===== src/rtl/led_frame_sequencer.sv =====
`timescale 1ns/1ps
`default_nettype none
// ============================================================================
// Module   : led_frame_sequencer
// Brief    : Walks the LED chain once per refresh, fetching each pixel and
//            handing it to the serial driver; slots buffer commits between frames.
// Revision : 1.0 - initial release
// ============================================================================
module led_frame_sequencer #(
    parameter int NUM_LEDS      = 140,
    parameter int LEDS_PER_CHAR = 35,
    parameter int NUM_CHARS     = 4
) (
    input  logic        clk20,
    input  logic        reset,
    input  logic        refresh,
    input  logic        commit_req,
    output logic        commit_gnt,
    output logic        pix_req,
    output logic [1:0]  pix_slot,
    output logic [5:0]  pix_bit,
    input  logic        pix_ack,
    input  logic [23:0] pix_data,
    output logic [23:0] drv_data,
    output logic        drv_valid,
    output logic        drv_latch,
    input  logic        drv_ready,
    output logic        busy,
    output logic        frame_done,
    output logic [7:0]  skip_count
);

    localparam logic [1:0] c_IDLE         = 2'd0;
    localparam logic [1:0] c_FETCH        = 2'd1;
    localparam logic [1:0] c_WAIT_READY   = 2'd2;
    localparam logic [1:0] c_WAIT_STARTED = 2'd3;

    localparam logic [7:0] c_LAST_LED  = 8'(NUM_LEDS - 1);
    localparam logic [5:0] c_LAST_BIT  = 6'(LEDS_PER_CHAR - 1);
    localparam logic [1:0] c_LAST_SLOT = 2'(NUM_CHARS - 1);

    logic [1:0]  r_state;
    logic [7:0]  r_led_index;
    logic [1:0]  r_slot;
    logic [5:0]  r_bit;
    logic [23:0] r_drv_data;
    logic        r_drv_valid;
    logic        r_drv_latch;
    logic        r_commit_gnt;
    logic        r_frame_done;
    logic [7:0]  r_skip_count;

    logic        w_idle;
    logic        w_refresh_drop;
    logic        w_last_pixel;

    assign w_idle         = (r_state == c_IDLE);
    // A refresh only starts a frame from IDLE with no competing commit.
    assign w_refresh_drop = refresh && (!w_idle || commit_req);
    assign w_last_pixel   = (r_led_index == c_LAST_LED);

    always_ff @(posedge clk20) begin
        if (reset) begin
            r_state      <= c_IDLE;
            r_led_index  <= 8'd0;
            r_slot       <= 2'd0;
            r_bit        <= 6'd0;
            r_drv_data   <= 24'd0;
            r_drv_valid  <= 1'b0;
            r_drv_latch  <= 1'b0;
            r_commit_gnt <= 1'b0;
            r_frame_done <= 1'b0;
            r_skip_count <= 8'd0;
        end else begin
            r_commit_gnt <= 1'b0;
            r_frame_done <= 1'b0;

            if (w_refresh_drop && (r_skip_count != 8'hFF)) begin
                r_skip_count <= r_skip_count + 8'd1;
            end

            case (r_state)
                c_IDLE: begin
                    // The writer still holds its request during the grant cycle,
                    // so a fresh grant waits until the previous one has ended.
                    if (commit_req) begin
                        r_commit_gnt <= !r_commit_gnt;
                    end else if (refresh) begin
                        r_led_index <= 8'd0;
                        r_slot      <= 2'd0;
                        r_bit       <= 6'd0;
                        r_state     <= c_FETCH;
                    end
                end
                c_FETCH: begin
                    if (pix_ack) begin
                        r_drv_data <= pix_data;
                        r_state    <= c_WAIT_READY;
                    end
                end
                c_WAIT_READY: begin
                    if (drv_ready) begin
                        r_drv_valid <= 1'b1;
                        r_drv_latch <= w_last_pixel;
                        r_state     <= c_WAIT_STARTED;
                    end
                end
                c_WAIT_STARTED: begin
                    // The driver drops ready once it has taken the pixel.
                    if (!drv_ready) begin
                        r_drv_valid <= 1'b0;
                        r_drv_latch <= 1'b0;
                        if (w_last_pixel) begin
                            r_led_index  <= 8'd0;
                            r_slot       <= 2'd0;
                            r_bit        <= 6'd0;
                            r_frame_done <= 1'b1;
                            r_state      <= c_IDLE;
                        end else begin
                            r_led_index <= r_led_index + 8'd1;
                            if (r_bit == c_LAST_BIT) begin
                                r_bit  <= 6'd0;
                                r_slot <= (r_slot == c_LAST_SLOT) ? 2'd0 : r_slot + 2'd1;
                            end else begin
                                r_bit <= r_bit + 6'd1;
                            end
                            r_state <= c_FETCH;
                        end
                    end
                end
                default: r_state <= c_IDLE;
            endcase
        end
    end

    assign commit_gnt = r_commit_gnt;
    assign pix_req    = (r_state == c_FETCH);
    assign pix_slot   = r_slot;
    assign pix_bit    = r_bit;
    assign drv_data   = r_drv_data;
    assign drv_valid  = r_drv_valid;
    assign drv_latch  = r_drv_latch;
    assign busy       = !w_idle;
    assign frame_done = r_frame_done;
    assign skip_count = r_skip_count;

endmodule
`default_nettype wire


===== config.mk =====
export PLATFORM = sky130hd
export DESIGN_NAME = led_frame_sequencer
export DESIGN_NICKNAME = d
export VERILOG_FILES = /design/src/rtl/led_frame_sequencer.sv
export SDC_FILE = /design/constraint.sdc
export NUM_CORES = 1
export LEC_CHECK = 0
export CORE_ASPECT_RATIO = 1.25
export CORE_MARGIN = 3
export CORE_UTILIZATION = 46
export CTS_CLUSTER_SIZE = 25
export DETAILED_ROUTE_END_ITERATION = 6
export GPL_ROUTABILITY_DRIVEN = 1
export PLACE_DENSITY = 0.78
export SLEW_MARGIN = 20
export SYNTH_ARGS = -nofsm -noshare
export SYNTH_HDL_FRONTEND = slang
export SYNTH_SLANG_ARGS = --single-unit
export TNS_END_PERCENT = 30

===== constraint.sdc =====
create_clock -name clk20 -period 1.9 [get_ports clk20]
set_input_delay 0.38 -clock clk20 [delete_from_list [all_inputs] [get_ports clk20]]
set_output_delay 0.38 -clock clk20 [all_outputs]
set_load 0.005 [all_outputs]

* Word level (Yosys, flattened, before mapping)
Index checks and enable logic that the tools add are counted.
Storage, ports and cells: register bits after elaboration 54, bits of input ports 30, logic and storage cells 76
Operators by class: add/sub/neg operators 4, equal/unequal tests 13, mux-type cells 31, bitwise operators 3, reduce and logical (&&, ||, !) cells 15
Operators with widths (count):
- 8-bit two-way mux | 4
- 6-bit two-way mux | 5
- 2-bit two-way mux | 11
- 8-bit by 1-bit adder with 8-bit output, second input constant | 2
- 8-bit one-hot mux with 2 select lines | 1
- 6-bit one-hot mux with 2 select lines | 1
- 5-bit AND reduction | 2
- 8-bit == test, second input constant | 1
- 2-bit != test, second input constant | 4
- 8-bit != test, second input constant | 1
- 2-bit one-hot mux with 4 select lines | 1
- 6-bit by 1-bit adder with 6-bit output, second input constant | 1
- 2-bit == test, second input constant | 3
- 6-bit == test, second input constant | 1
- 3-bit OR reduction | 2
- 1-bit two-way mux | 5
- 1-bit one-hot mux with 2 select lines | 2
- 2-bit one-hot mux with 2 select lines | 1
- 4-bit AND reduction | 1
- 2-bit nonzero test | 2
- 3-bit != test, second input constant | 1
- 1-bit inverter | 3
- 3-bit AND reduction | 1
- 2-bit by 1-bit adder with 2-bit output, second input constant | 1
- 7 further kinds | 9

* Logic depth before layout (Yosys ltp)
depth in word-level cells 6, gate-level depth with buffers 7

* Worst setup path after synthesis
Ideal clock, no wire load.
path kind register to register, start reg r_state[0], end reg r_led_index[7], setup time 0.071 ns, data arrival time 1.597 ns, data required time 1.829 ns, slack 0.233 ns, cell stages (with the launch flop) 7, path buffers 0, path through dfxtp_1 inv_1 ha_1 inv_1 o211ai_4 or4_1 a21oi_1
On the way: cells in the longest elaborated chain, start to end 3
Ends and longest elaborated chain:
- from (decl) | line 42 | logic [1:0] r_state;
- from (signal assigned) | line 64 | r_state <= c_IDLE;
- from (signal assigned) | line 92 | r_state <= c_FETCH;
- from (signal assigned) | line 98 | r_state <= c_WAIT_READY;
- 2-bit == test or 2-bit logical NOT (tied branches) | line 82 | case (r_state)
- 2-bit != test (no source line) or 2-bit nonzero test (tied branches)
- 4-bit AND reduction (no source line)
- to (signal assigned) | line 120 | r_led_index <= r_led_index + 8'd1;
- to (decl) | line 43 | logic [7:0] r_led_index;
Parallel ways exist; a longest one is shown, timed or not. A chain may end at the register's enable or synchronous reset.

* Worst setup path after layout
start reg r_state[0], end reg r_led_index[5]
The elaborated chain is that of the path after synthesis.

==> metrics.md <==
| Metric | Value |
|---|---|
| Status | finished clean |
| First-pass GRT wire length | 10700 um |
| Main synth FF type | dfxtp_1 |
| Mapped Area | 0.00242 mm^2 |
| Yosys top cell by area | dfxtp_1 |
| DRT Wirelength | 6190 um |
| YS warnings | 0 |
| Post-route insts no fill | 453 |
| Clock sinks | 54 |
| Hold-fix buffers, CTS | 0 |
| CP max FO | 7 |
| Ant. Diodes | 0 |
| Worst ir drop on vdd | 0.684 mV |
| Leakage power | 1.28 nW |
| Initial drt markers | 108 |
| Crit path largest cell delay | 0.51 ns |
| CP Capture Type | flop |
| Final Power | 3.38 mW |
| Worst Path Required | 2.14 ns |
| Row count | 28 |
| Placed cells | 444 |
| Detailed-route via count | 2481 |
| Synth top cells by count | 62 x nand2_1, 54 x dfxtp_1, 44 x a21oi_1, 13 x inv_1 |
| Die Span Y | 87.1 um |
| Yosys reg bits | 54 |
| Achievable Freq | 558 MHz |
| Placed inst area | 0.00340 mm^2 |
| Crit start category | flop |
| PwrDens | 956 mW/mm^2 |
| Final min period | 1.79 ns |
| Routed len/inst | 13.7 um |
| Fraction of layout instances using a drive strength above 1 | 13.0% |
| Delay-heaviest family, CP | simple AND/OR/NAND/NOR gates |
| Maximum root-to-sink buffer count | 2 |
| Switching pwr | 1.13 mW |
| Sw Share | 33.3% |
| Port bufs | 75 |
| Die Wd | 70.9 um |
| Total gr overflow | 0 |
| WP data arrival | 2.03 ns |
| Final hold violations | 0 |
| Post-synthesis sequential area ratio | 44.7% |
| Mapped Cells | 294 |
| Worst Path Class, Setup | reg2reg |
| Core Region | 0.00490 mm^2 |
| Hold crit path type | reg2reg |
| Post-synth EDFFs | 0 |
| Unrepaired setup endpoints after global routing | true |
| Clk pwr share | 17.9% |
| Slowest CP cell | or4_1 |
| Starting Density | 49.3% |
| Distinct cells, synth | 48 |
| Setup violators final | 0 |
| Clock skew | 0.00818 ns |
| Cell internal pwr | 2.26 mW |
| Final instance area | 0.00354 mm^2 |
| Max cap viols | 0 |
| Part of the cycle the worst path needs | 94.3% |
| HPWL after detailed placement | 4600 um |
| Routed Antenna Nets | 0 |
| DR vias/cell | 5.48 |
| Largest net degree at the start of global routing | 31 |
| Pre-Repair DR Iteration Count | 4 |
| Initial antenna violation count | 0 |
| CTS tree | done |
| Die area | 0.00617 mm^2 |
| H-tree depth | 2 |
| Vias in the first global route | 2422 |
| Gpl congestion | 0.789 |
| Worst rel slew slack | 55.5% |
| Pins Over Slew Limit | 0 |
| Worst-skew pair later-pin latency | 0.30 ns |
| Cell mode on critical path | buf_4 |
| NumNets Final | 432 |
| Power share of the combinational group | 43.1% |
| Synth async-reset ratio | 0% |
| Net count after synthesis | 333 |
| Crit-path cells | buf_4, ha_1, buf_4, nand2_2, o211ai_4, or4_1, a21oi_1 |
| CP Buf/Inv Count | 2 |
| Count leader, synth | nand2_1 |
| Slew @ Worst Pin | 0.664 ns |
| Ports | 76 |
| Top post-synthesis cells by area | dfxtp_1 45%, nand2_1 9.6%, a21oi_1 9.1%, ha_1 4.7%, nand4_1 2.3% |
| Sequential power share | 39.0% |
| Syn-to-layout area delta | 46.2% |
| Share of the synthesized area in the top cell type | 44.7% |
| TritonCTS Buffers | 5 |
| Post-Syn Area per Cell | 8.23 um^2 |
| CTS clk-pin slew, worst paths | 0.10 ns |
| Root Driver | clkbuf_8 |
| Gr usage total | 21.0% |
| Drt drc | 0 |
-- cell usage in the layout, fill, tap and decap left out, drive strengths merged, types with 3 or more instances in the layout --
cell and n:
a211oi 3, nor2 8, or3 5, nor3 4
clkbuf 5, nand3 10, clkdlybuf4s50 73, inv 13
or4 5, a21oi 44, nand4 9, o31ai 5
nand2 62, ha 9, o211ai 3, o21ai 9
a21boi 3, dfxtp 54, buf 31
-- power by group through the flow --
| stage | combinational (mW) | clock, mW | sequential, mW |
|---|---|---|---|
| finish | 1.46 | 0.607 | 1.32 |
| global route | 1.62 | 0.674 | 1.33 |
| CTS | 1.45 | 0.625 | 1.31 |
| detailed placement | 1.37 | 0 | 1.34 |
| global placement | 1.34 | 0 | 1.33 |
| floorplan | 0.639 | 0 | 1.35 |
-- repair_timing --
item                                    CTS  global route
endpoints found under the setup margin    4            22
buffers inserted                          2             0
resized for setup                         6             8
pin swaps                                 0             1
-- cell type report --
| cell class | count | area (um^2) |
|---|---|---|
| clock buffers | 5 | 68.8 |
| clock inverters | 2 | 10.0 |
| fillers | 391 | 1370 |
| inverters | 13 | 48.8 |
| multi-input cells | 213 | 1260 |
| flip-flops and latches | 54 | 1090 |
| well taps | 60 | 75.1 |
| repair buffers | 106 | 985 |
-- path summary, 6_finish.rpt --
check	endpoint	slack (ns)	depth (start not counted)	startpoint
max reg2reg	r_led_index[5]$_SDFFE_PP0P_	0.11	7	r_state[0]$_SDFFE_PP0P_
max	r_led_index[5]$_SDFFE_PP0P_	0.11	7	r_state[0]$_SDFFE_PP0P_
min	commit_gnt$_SDFF_PP0_	0.43	1	commit_gnt$_SDFF_PP0_
min reg2reg	commit_gnt$_SDFF_PP0_	0.43	1	commit_gnt$_SDFF_PP0_
-- per-stage QoR --
stage               setup slack (ns)  setup TNS, ns  util, %  hold slack [ns]
global route                 -0.0241        -0.0241     72.1            0.441
detailed placement            -0.109         -0.698     69.4            0.407
floorplan                      0.233              0        -            0.418
CTS                          0.00762              0     71.6            0.429
finish                         0.109              0     72.1            0.434
global placement             -0.0456         -0.142     69.4            0.405
-- metal layers --
metal  GRT usage [%]  up-vias  part of all wire [%]  routed length, um
li1                -     1238                     -                  -
met5               0        -                     0                  0
met1            25.1     1173                    42               2620
met2            37.0       65                    50               3110
met3            6.12        5                   6.5                402
met4            4.62        0                  0.86                 53
-- flip-flops by register name (all words and copies together) (netlist names), 2 cells and up --
signal       count
r_state          2
skip_count       8
pix_slot         2
r_led_index      8
drv_data        24
pix_bit          6
-- kinds of logic (layout without fill, tap and decap cells) --
kind of cell             Yosys count  after routing  share of synthesized area, %
AO/OA/AOI/OAI                     79             79                          20.1
XOR/XNOR                           3              3                          1.09
adder cells (fa/ha/maj)            9              9                          4.66
buffers and inverters             27            126                          4.40
flip-flops                        54             54                          44.7
multiplexers                       1              1                         0.414
AND/OR/NAND/NOR                  121            121                          24.6
-- worst reg2reg max path: stages, from the launching register on --
cell,delay [ns]
dfxtp_2,0.34
buf_4,0.14
ha_1,0.22
buf_4,0.17
nand2_2,0.10
o211ai_4,0.11
or4_1,0.51
a21oi_1,0.15
Power figures use the tool's default switching activity.
